==> src/rtl/gb_apu_pkg.sv <==
// Shared constants for the APU channel controllers: register offsets, read masks
// and frame-sequencer step decode.
package gb_apu_pkg;

    localparam logic [2:0] NR10_OFS = 3'd0;
    localparam logic [2:0] NR11_OFS = 3'd1;
    localparam logic [2:0] NR12_OFS = 3'd2;
    localparam logic [2:0] NR13_OFS = 3'd3;
    localparam logic [2:0] NR14_OFS = 3'd4;

    // Bits that always read back as 1 (write-only or unimplemented).
    localparam logic [7:0] NR10_RMASK   = 8'h80;
    localparam logic [7:0] NR11_RMASK   = 8'h3F;
    localparam logic [7:0] NR12_RMASK   = 8'h00;
    localparam logic [7:0] NR13_RMASK   = 8'hFF;
    localparam logic [7:0] NR14_RMASK   = 8'hBF;
    localparam logic [7:0] UNUSED_RMASK = 8'hFF;

    // Bit n set = strobe fires when the sequencer enters step n.
    localparam logic [7:0] LEN_STEPS = 8'b0101_0101;
    localparam logic [7:0] SWP_STEPS = 8'b0100_0100;
    localparam logic [7:0] ENV_STEPS = 8'b1000_0000;

    // Parked here while powered off so the first wrap after power-on lands on step 0.
    localparam logic [2:0] STEP_POWER_OFF = 3'd7;

    typedef struct packed {
        logic len;
        logic swp;
        logic env;
    } fs_strobes_t;

    function automatic fs_strobes_t decode_step(input logic [2:0] step);
        fs_strobes_t s;
        s.len = LEN_STEPS[step];
        s.swp = SWP_STEPS[step];
        s.env = ENV_STEPS[step];
        return s;
    endfunction

endpackage

==> src/rtl/gb_apu_frame_sequencer.sv <==
// 512 Hz frame sequencer: prescaler, 3-bit step counter and one-cycle strobes.
// GB_APU_FS_EXT_DIV_EN replaces the prescaler with an external fs_tick pulse.
module gb_apu_frame_sequencer
    import gb_apu_pkg::*;
#(
    parameter int DIV_COUNT = 8192
) (
    input  logic clk,
    input  logic reset,
    input  logic apu_on,
`ifdef GB_APU_FS_EXT_DIV_EN
    input  logic fs_tick,
`endif
    output logic clk_length_ctr,
    output logic clk_sweep,
    output logic clk_vol_env
);

    logic [2:0]  step;
    logic [2:0]  next_step;
    logic        advance;
    fs_strobes_t strobes;

    assign next_step = step + 3'd1;

`ifdef GB_APU_FS_EXT_DIV_EN
    assign advance = fs_tick;
`else
    localparam int PW = (DIV_COUNT > 2) ? $clog2(DIV_COUNT) : 1;

    logic [PW-1:0] prescaler;

    assign advance = (prescaler == PW'(DIV_COUNT - 1));

    always_ff @(posedge clk) begin
        if (reset || !apu_on) begin
            prescaler <= '0;
        end else if (advance) begin
            prescaler <= '0;
        end else begin
            prescaler <= prescaler + 1'b1;
        end
    end
`endif

    // NOTE: state registers use non-blocking assignments so every flop samples
    // pre-edge values regardless of statement order.
    always_ff @(posedge clk) begin
        if (reset) begin
            step    <= '0;
            strobes <= '0;
        end else if (!apu_on) begin
            step    <= STEP_POWER_OFF;
            strobes <= '0;
        end else if (advance) begin
            step    <= next_step;
            strobes <= decode_step(next_step);
        end else begin
            strobes <= '0;
        end
    end

    assign clk_length_ctr = strobes.len;
    assign clk_sweep      = strobes.swp;
    assign clk_vol_env    = strobes.env;

endmodule

==> src/rtl/gb_apu_pulse_ctrl.sv <==
// Pulse channel control front end: NR10-NR14 register file, trigger pulse, read mux,
// status flop and frame sequencer. GB_APU_FS_EXT_DIV_EN adds the fs_tick input.
module gb_apu_pulse_ctrl
    import gb_apu_pkg::*;
#(
    parameter int DIV_COUNT = 8192
) (
    input  logic        clk,
    input  logic        reset,
    input  logic        apu_on,
    input  logic        reg_sel,
    input  logic [2:0]  reg_addr,
    input  logic        reg_we,
    input  logic [7:0]  reg_wdata,
    output logic [7:0]  reg_rdata,
    input  logic        chan_enable,
    output logic        chan_status,
`ifdef GB_APU_FS_EXT_DIV_EN
    input  logic        fs_tick,
`endif
    output logic        clk_length_ctr,
    output logic        clk_sweep,
    output logic        clk_vol_env,
    output logic [2:0]  sweep_time,
    output logic        sweep_decreasing,
    output logic [2:0]  num_sweep_shifts,
    output logic [1:0]  wave_duty,
    output logic [5:0]  length,
    output logic [3:0]  initial_volume,
    output logic        envelope_increasing,
    output logic [2:0]  num_envelope_sweeps,
    output logic [10:0] frequency,
    output logic        single,
    output logic        start
);

    logic [6:0] nr10;
    logic [7:0] nr11;
    logic [7:0] nr12;
    logic [7:0] nr13;
    logic [2:0] nr14_freq_hi;
    logic       nr14_single;
    logic       write_en;

    assign write_en = reg_sel & reg_we & apu_on;

    always_ff @(posedge clk) begin
        if (reset || !apu_on) begin
            nr10         <= '0;
            nr11         <= '0;
            nr12         <= '0;
            nr13         <= '0;
            nr14_freq_hi <= '0;
            nr14_single  <= 1'b0;
            start        <= 1'b0;
        end else begin
            start <= 1'b0;
            if (write_en) begin
                case (reg_addr)
                    NR10_OFS: nr10 <= reg_wdata[6:0];
                    NR11_OFS: nr11 <= reg_wdata;
                    NR12_OFS: nr12 <= reg_wdata;
                    NR13_OFS: nr13 <= reg_wdata;
                    NR14_OFS: begin
                        nr14_single  <= reg_wdata[6];
                        nr14_freq_hi <= reg_wdata[2:0];
                        start        <= reg_wdata[7];
                    end
                    default: ;
                endcase
            end
        end
    end

    always_ff @(posedge clk) begin
        if (reset) begin
            chan_status <= 1'b0;
        end else begin
            chan_status <= apu_on & chan_enable;
        end
    end

    // NOTE: combinational block assigns its output first so no path can infer a latch.
    always_comb begin
        reg_rdata = UNUSED_RMASK;
        case (reg_addr)
            NR10_OFS: reg_rdata = {1'b0, nr10} | NR10_RMASK;
            NR11_OFS: reg_rdata = {nr11[7:6], 6'b0} | NR11_RMASK;
            NR12_OFS: reg_rdata = nr12 | NR12_RMASK;
            NR13_OFS: reg_rdata = NR13_RMASK;
            NR14_OFS: reg_rdata = {1'b0, nr14_single, 6'b0} | NR14_RMASK;
            default:  reg_rdata = UNUSED_RMASK;
        endcase
    end

    assign sweep_time          = nr10[6:4];
    assign sweep_decreasing    = nr10[3];
    assign num_sweep_shifts    = nr10[2:0];
    assign wave_duty           = nr11[7:6];
    assign length              = nr11[5:0];
    assign initial_volume      = nr12[7:4];
    assign envelope_increasing = nr12[3];
    assign num_envelope_sweeps = nr12[2:0];
    assign frequency           = {nr14_freq_hi, nr13};
    assign single              = nr14_single;

    gb_apu_frame_sequencer #(
        .DIV_COUNT(DIV_COUNT)
    ) u_frame_sequencer (
        .clk           (clk),
        .reset         (reset),
        .apu_on        (apu_on),
`ifdef GB_APU_FS_EXT_DIV_EN
        .fs_tick       (fs_tick),
`endif
        .clk_length_ctr(clk_length_ctr),
        .clk_sweep     (clk_sweep),
        .clk_vol_env   (clk_vol_env)
    );

endmodule

==> config.mk <==
export PLATFORM = sky130hd
export DESIGN_NAME = gb_apu_pulse_ctrl
export DESIGN_NICKNAME = d
export VERILOG_FILES = /design/src/rtl/gb_apu_pkg.sv /design/src/rtl/gb_apu_frame_sequencer.sv /design/src/rtl/gb_apu_pulse_ctrl.sv
export SDC_FILE = /design/constraint.sdc
export NUM_CORES = 1
export LEC_CHECK = 0
export ABC_CLOCK_PERIOD_IN_PS = 3800
export BUFFER_PORTS_ARGS = -buffer_cell sky130_fd_sc_hd__buf_2
export CORE_MARGIN = 2
export CORE_UTILIZATION = 55
export DETAILED_ROUTE_END_ITERATION = 10
export PLACE_DENSITY = 0.83
export SYNTH_ARGS = -nofsm -noshare
export SYNTH_HDL_FRONTEND = slang
export SYNTH_SLANG_ARGS = --single-unit
==> constraint.sdc <==
create_clock -name clk -period 3.8 [get_ports clk]
set_clock_uncertainty 0.1 [all_clocks]
set_input_delay 0.76 -clock clk [delete_from_list [all_inputs] [get_ports clk]]
set_output_delay 0.76 -clock clk [all_outputs]
set_load 0.05 [all_outputs]
* Word level (Yosys, flattened, before mapping)
Memories as Yosys holds them, arrays and structs flattened. A register that Yosys moved wholly into a read port is not among the register bits.
Index checks and enable logic that the tools add are counted.
** Cells by class
- $add $sub $neg :: 2
- Multiply operators :: 0
- Divide/modulo/power cells :: 0
- $lt $le $gt $ge :: 0
- Equal/unequal tests :: 6
- Shifts and indexed selects :: 0
- Mux-type cells :: 3
- Bitwise gates (word level) :: 7
- Reductions and logical operators :: 11
** Operators by type and width (number)
- 8-bit one-hot mux with 4 select lines :: 1
- 13-bit by 1-bit adder with 13-bit output, second input constant :: 1
- 13-bit equality test, second input constant :: 1
- 2-bit AND reduction :: 5
- 3-bit by 2-bit equality test with 1-bit output, second input constant :: 2
- 3-bit two-way mux :: 2
- 3-bit OR reduction :: 2
- 1-bit NOT :: 4
- 3-bit by 1-bit adder with 3-bit output, second input constant :: 1
- 1-bit AND :: 3
- 3-bit by 1-bit equality test with 1-bit output, second input constant :: 1
- 3-bit equality test, second input constant :: 1
- 3-bit zero test :: 1
- 2-bit by 1-bit != test with 1-bit output, second input constant :: 1
- 2-bit OR reduction :: 1
- 1-bit zero test :: 1
- 1-bit logical OR :: 1
** Storage, ports and cells
- Register bits after elaboration :: 53
- Bits in latches :: 0
- RAM bits :: 0
- ROM bits :: 24
- Input port bits :: 17
- Output and inout bits :: 48
- Memories :: 3
** Memories
- (no name shown) :: depth 8, bits a word 1, read ports 1, clocked after memory_dff 1, write ports 0, line gb_apu_pkg.sv:36 : s.swp = SWP_STEPS[step];
- (no name shown) :: depth 8, bits a word 1, read ports 1, clocked after memory_dff 1, write ports 0, line gb_apu_pkg.sv:37 : s.env = ENV_STEPS[step];
- (no name shown) :: depth 8, bits a word 1, read ports 1, clocked after memory_dff 1, write ports 0, line gb_apu_pkg.sv:35 : s.len = LEN_STEPS[step];

* Depth between registers and ports, before layout
Gate-level depths: netlist of the first run.
- Depth in word-level cells :: 4
- Mapped depth :: 7
- Mapped depth without buffers :: 5

* Hierarchy
Synthesis of the first run repeated with hierarchy kept, for this count alone.
** Second synthesis, totals
- Cells, all modules :: 242
- Area total of the unflattened synthesis :: 2366.0 sq um
** By module, submodules not included
- gb_apu_pulse_ctrl :: instances 1, cells an instance 158, area an instance 1530.2 sq um, seq. area each 740.7 sq um
- gb_apu_frame_sequencer :: instances 1, cells an instance 84, area an instance 835.8 sq um, seq. area each 380.4 sq um

* Least setup slack after synthesis of the first run
No wires, ideal clock.
- Path type :: input port to output port
- Start point :: input reg_addr[2]
- End point :: output reg_rdata[6]
- Arrival time :: 2.264 ns
- Slack :: 0.676 ns
- Stages on the path :: 4
- Buffers on the path :: 1
- Cells stage by stage :: buf_2 mux2_2 o21ai_0 o21ai_0
** On the way
- Cells in the longest elaborated chain, start to end :: 2
- Elaborated cells on any way between the ends :: 5
** RTL lines
- from (decl) :: line gb_apu_pulse_ctrl.sv:12 : input logic [2:0] reg_addr,
- 3-bit equality test (tied with other cells) :: line gb_apu_pulse_ctrl.sv:86 : case (reg_addr)
- 8-bit one-hot mux with 4 select lines * :: line gb_apu_pulse_ctrl.sv:86
- to (decl) :: line gb_apu_pulse_ctrl.sv:15 : output logic [7:0] reg_rdata,
Every way passes the cells marked *; elsewhere a longest branch is shown, timed or not.

* Worst setup path after layout of the first run
- Start point :: input reg_addr[1]
- End point :: output reg_rdata[7]
The elaborated chain is that of the path after synthesis.

==> results of run 1 <==
## where the power goes
part	switching (mW)	leakage (nW)	internal [mW]
combinational	0.0607	0.653	0.0252
clock	0.198	0.0463	0.136
sequential	0.00398	0.452	0.591
## worst max-delay path, cell delays in order
cell and delay [ps]:
buf_2 260, nand2b_1 240, o22ai_1 110, nand2b_1 70, buf_2 250
## sequential cells by signal, summed over array words and instances, names as in the netlist
register / count
nr12: 8
nr14_freq_hi: 3
u_frame_sequencer.prescaler: 13
nr10: 7
u_frame_sequencer.clk_length_ctr: 1
u_frame_sequencer.clk_sweep: 1
chan_status: 1
single: 1
u_frame_sequencer.clk_vol_env: 1
u_frame_sequencer.step: 3
start: 1
nr13: 8
nr11: 8
## kinds of logic (layout without fill, tap and decap cells)
logic type | Yosys count | in the layout | share of synthesized area, %
AO/OA/AOI/OAI | 15 | 15 | 3.55
XOR/XNOR | 13 | 13 | 4.89
adder cells (fa/ha/maj) | 3 | 3 | 1.61
buffers and inverters | 15 | 77 | 2.96
flip-flops | 56 | 56 | 48.2
multiplexers | 34 | 34 | 14.7
AND/OR/NAND/NOR | 110 | 110 | 24.1
## per-stage QoR
stage          std cells  hold slack (ps)  cell area, um2  util, %  power [mW]
2_1_floorplan        246              330            2330        -       0.669
3_5_place_dp         350              357            2660     66.1       0.694
4_1_cts              358              376            2760     68.5        1.03
6_report             358              372            2760     68.5        1.01
5_1_grt              358              397            2760     68.5        1.06
3_3_place_gp         350              345            2660     66.1       0.693
## cell type report
type	instances	area, um2	area share (%)
sequential	56	1120	40.6
inverter	4	15.0	0.544
multi-input combinational	175	1140	41.2
timing repair buffer	65	328	11.9
clock buffer	5	68.8	2.49
tap	50	62.6	2.27
clock inverter	3	27.5	0.997
## per-layer routing
layer / global-route usage, % / share of wire (%)
met1: 29.5 / 47
met5: 0 / 0
met4: 5.66 / 1.1
met3: 6.58 / 6.5
met2: 31.5 / 45
## cells in the final DEF (no fill, tap or decap), drive strengths merged, types with 4 or more instances in the layout
master  netlist  layout
a21oi         9       9
and3          4       4
buf           6      65
clkbuf        5       5
dfxtp        56      56
inv           4       5
mux2i        33      33
nand2        23      23
nand2b        5       5
nand3        11      11
nor2         47      47
nor4          5       5
xnor2         9       9
xor2          4       4
## worst min path at each step
stage | from | end | slack [ps]
floorplan | u_frame_sequencer.prescaler[0] | u_frame_sequencer.prescaler[0] | 330
global placement | u_frame_sequencer.prescaler[0] | u_frame_sequencer.prescaler[0] | 350
detailed placement | u_frame_sequencer.prescaler[0] | u_frame_sequencer.prescaler[0] | 360
CTS | nr10[6] | nr10[6] | 380
global route | nr10[5] | nr10[5] | 400
finish | nr10[6] | nr10[6] | 370
## cell usage after synthesis (2+ instances only)
cell | n | area share (%)
nor2_4 | 2 | 0.97
nand3_1 | 11 | 2.4
inv_1 | 4 | 0.64
nor3_1 | 3 | 0.64
xnor2_1 | 9 | 3.4
nor4_1 | 4 | 1.1
nand2_1 | 23 | 3.7
nor3b_1 | 3 | 0.97
o21ai_0 | 3 | 0.64
nand4_1 | 2 | 0.54
and3_2 | 2 | 0.64
ha_1 | 3 | 1.6
mux2i_1 | 33 | 14
nand2b_1 | 5 | 1.3
and3_1 | 2 | 0.54
xor2_1 | 4 | 1.5
a21oi_1 | 9 | 1.9
dfxtp_1 | 56 | 48
buf_2 | 3 | 0.64
buf_4 | 2 | 0.64
clkbuf_1 | 4 | 0.64
nor2_1 | 44 | 7.1
==> flow_summary.toml, run 1 <==
[status]
status = "complete, no violations"

[synth]
netlist_area_mm2 = 0.00233
ys_ff_latch = 56
synth_edf_count = 0
synth_ff_type = "dfxtp_1"
netlist_instances = 246
ys_types = 37
async_flop_share_pct = 0
synth.avg_cell_area_um2 = 9.46
synth_fp_nets = 266
yosysWarnings = 0
yosysSeqAreaShare_pct = 48.2

[critical_path]
cp_data_arrival_time_ps = 1680
r2r_setup_slack_ps = 1780
reg2reg_depth = 5
cp.required_ps = 2940
critical_path_class = "in -> out"
r2r_end = "u_frame_sequencer.prescaler[5]"
crit-reg2reg-launch = "u_frame_sequencer.prescaler[0]"
worstSetupStartpoint = "reg_addr[1]"
cp-end-kind = "output port"
start_kind = "input pin"
crit_path_end = "reg_rdata[7]"
crit_fanout = 12

[finish]
fillers = 334
nets = 327
diodes = 0
drive_above_1_share_pct = 26.6
area_growth_pct = 18.6

[clock_network]
post_cts_resized = 0
cts_inserted_buffers = 5
cts_root_buffer = "clkbuf_8"
postCtsSetupBuffers = 0
cts-htree-levels = 2
clk_pin_slew_ps = 100
cts_tree = "built"
clk_latency_ps = 310
clockBufferDepth = 2
cts.sinks = 56
hold_buffers = 0

[floorplan]
die_w_um = 69.1
start_util_pct = 57.8
die_y_um = 69.1
core_area_mm2 = 0.00403
die_area_mm2 = 0.00477
ios = 65
rows = 23

[placement]
place_congestion = 0.795
hpwl_um = 3430
pre_cts_slack_ps = 1260
portBuffers = 64

[sta]
finalCriticalPeriod_ps = 2540
worstMarginPinSlew_ps = 526
worst_slack_ps = 1260
setup_viol = 0
rsz0062_at_grt = "no"
tns_ps = 0
max_slew_margin_pct = 64.9
fmax_mhz = 393
fin_crit_sh_pct = 66.9
slew_violations = 0
finalHoldViolations = 0

[detailed_routing]
dr.pass1.iters = 4
ant_nets = 0
drc = 0
avgViaCountPerCell = 5.27
wl_per_cell_um = 13.5
wl_um = 4820
drt_iter0_drc = 79
num_vias = 1885

[grt]
first_global_vias = 1706
grt_usage_pct = 21.1
grt_max_degree = 39
grt_overflow = 0
antenna_found_initial = 0
grt_pass1_wl_um = 8270

[job]
cap_violations = 0

[min_path]
hold_path.class = "reg -> reg"
hold_depth = 2

[power]
peakVddDrop_v = 0.000233
power.density_mw_per_mm2 = 368
power.leakage_nw = 1.15
Note: power is estimated with default switching activity, not from simulation.
==> run 2: changes to the inputs <==
--- a/config.mk
+++ b/config.mk
@@ -5,12 +5,12 @@
 export SDC_FILE = /design/constraint.sdc
 export NUM_CORES = 1
 export LEC_CHECK = 0
-export ABC_CLOCK_PERIOD_IN_PS = 3800
+export ABC_CLOCK_PERIOD_IN_PS = 2100
 export BUFFER_PORTS_ARGS = -buffer_cell sky130_fd_sc_hd__buf_2
 export CORE_MARGIN = 2
-export CORE_UTILIZATION = 55
+export CORE_UTILIZATION = 46
 export DETAILED_ROUTE_END_ITERATION = 10
-export PLACE_DENSITY = 0.83
+export PLACE_DENSITY = 0.75
 export SYNTH_ARGS = -nofsm -noshare
 export SYNTH_HDL_FRONTEND = slang
 export SYNTH_SLANG_ARGS = --single-unit
==> constraint.sdc (replaced) <==
create_clock -name clk -period 2.1 [get_ports clk]
set_clock_uncertainty 0.1 [all_clocks]
set_input_delay 0.42 -clock clk [delete_from_list [all_inputs] [get_ports clk]]
set_output_delay 0.42 -clock clk [all_outputs]
set_load 0.05 [all_outputs]
==> run 2 against run 1 <==
Routed wire length up 2.7%. First-iteration DRC count down 11%. Clock-buffer cell count up 1. Cell count up 5.9%. Highest routed layer unchanged. Clock power up 120%. Worst hold slack worse by 160 ps. Flip-flop and latch count unchanged. Sequential share of layout area down 1.3 points. Via count up 1.0%. Die area up 18%. Largest power group unchanged.
==> flow_summary.toml, run 2 (synthesized netlist as in run 1, its figures left out) <==
[status]
status = "complete, no violations"

[critical_path]
critical-path-top-delay-family = "buffers and inverters"
crit_fanout = 8
r2r_setup_slack_ps = 270
critical_path_class = "in -> out"
cp.required_ps = 1580
cp_cell_sequence = "buf_2 -> mux2_2 -> o21ai_0 -> o21ai_2 -> buf_2"
start_kind = "input pin"
cp_slowest_stage_delay_ps = 340
path_depth = 5
crit_top_cell = "buf_2"
reg2reg_depth = 5
cp_data_arrival_time_ps = 1370
cp_num_buf_inv = 2
crit_slowest_cell = "mux2_2"
cp-end-kind = "output port"

[floorplan]
die_area_mm2 = 0.00564
die_y_um = 75.1
core_area_mm2 = 0.00479
start_util_pct = 48.6
die_w_um = 75.1
rows = 25
ios = 65

[detailed_routing]
wl_met1_um = 2250
drt_iter0_drc = 70
top_layer_used = "met4"
dr.pass1.iters = 4
wl_per_cell_um = 13.1
ant_nets = 0
wl_um = 4950
route.met2.wl_um = 2410
num_vias = 1904
drc = 0
avgViaCountPerCell = 5.02
wl_met3_um = 231

[grt]
grt_overflow = 0
first_global_vias = 1704
antenna_found_initial = 0
grt_pass1_wl_um = 7820
grt_max_degree = 39
grt_usage_pct = 18.0

[sta]
tns_ps = 0
fmax_mhz = 528
finalCriticalPeriod_ps = 1890
max_slew_margin_pct = 72.9
setup_viol = 0
worstMarginPinSlew_ps = 405
fin_hold_ws_ps = 209
fin_crit_sh_pct = 90.1
finalHoldViolations = 0
slew_violations = 0
rsz0062_at_grt = "no"

[clock_network]
hold_buffers = 0
cts_tree = "built"
postCtsSetupBuffers = 0
clk_pin_slew_ps = 100
cts-htree-levels = 2
post_cts_resized = 0
clk_latency_ps = 300
cts_inserted_buffers = 5
cts_root_buffer = "clkbuf_8"
cts.sinks = 56
clockBufferDepth = 2

[finish]
final_area_mm2 = 0.00285
largest_reg_flops = 13
nets = 331
final_common_cell = "buf_2"
finalNonFillerCells = 379
area_growth_pct = 22.6
regMostFlops = "u_frame_sequencer.prescaler"
drive_above_1_share_pct = 27.9
diodes = 0
final_cell_mix = "buf_2 (64), dfxtp_1 (56), nor2_1 (44)"

[power]
power_mw = 1.97
power.leakage_nw = 1.19
peakVddDrop_v = 0.000364
power.density_mw_per_mm2 = 691

[placement]
place_congestion = 0.779
placed_cells = 371
hpwl_um = 3550
dpl_cell_area_mm2 = 0.00273
portBuffers = 64

[min_path]
hold_path.class = "in -> reg"
hold_depth = 2

[job]
cap_violations = 0
run 2: cell types whose count changed in the layout (fill, tap and decap cells not counted):
cell	delta
buf_12	+1
inv_8	-1
o21ai_0	-1
bufinv_16	+1
o21ai_2	+1
clkbuf_8	+1
clkinvlp_4	-1
buf_4	+3
run 2: layout make-up:
class	count	area [um2]
inverter	4	15.0
tap	67	83.8
fill	438	1930
timing repair buffer	69	370
multi-input combinational	175	1140
clock inverter	2	38.8
clock buffer	6	82.6
sequential	56	1120
run 2: path summary, 6_finish.rpt:
path / to / from
max reg2reg: u_frame_sequencer.prescaler[7] / u_frame_sequencer.prescaler[0]
min: chan_status / chan_enable
min reg2reg: u_frame_sequencer.prescaler[0] / u_frame_sequencer.prescaler[0]
max: reg_rdata[6] / reg_addr[2]
run 2: metrics by stage:
step / setup slack [ps] / util, %
after CTS: 196 / 59.6
final: 207 / 59.6
after global placement: 222 / 57.1
after global routing: 42.8 / 59.6
after floorplan: 178 / -
after detailed placement: 199 / 57.1
run 2: where the power goes:
| part | leakage (nW) | switching [mW] | internal, mW |
|---|---|---|---|
| Clock | 0.0614 | 0.343 | 0.390 |
| Combinational | 0.679 | 0.112 | 0.0485 |
| Sequential | 0.452 | 0.00735 | 1.07 |
| Total | 1.19 | 0.462 | 1.51 |
run 2: layer usage:
metal,global-route usage [%],vias up
met1,23.4,895
li1,-,962
met2,29.4,40
met4,6.43,0
met5,0,-
met3,4.28,7
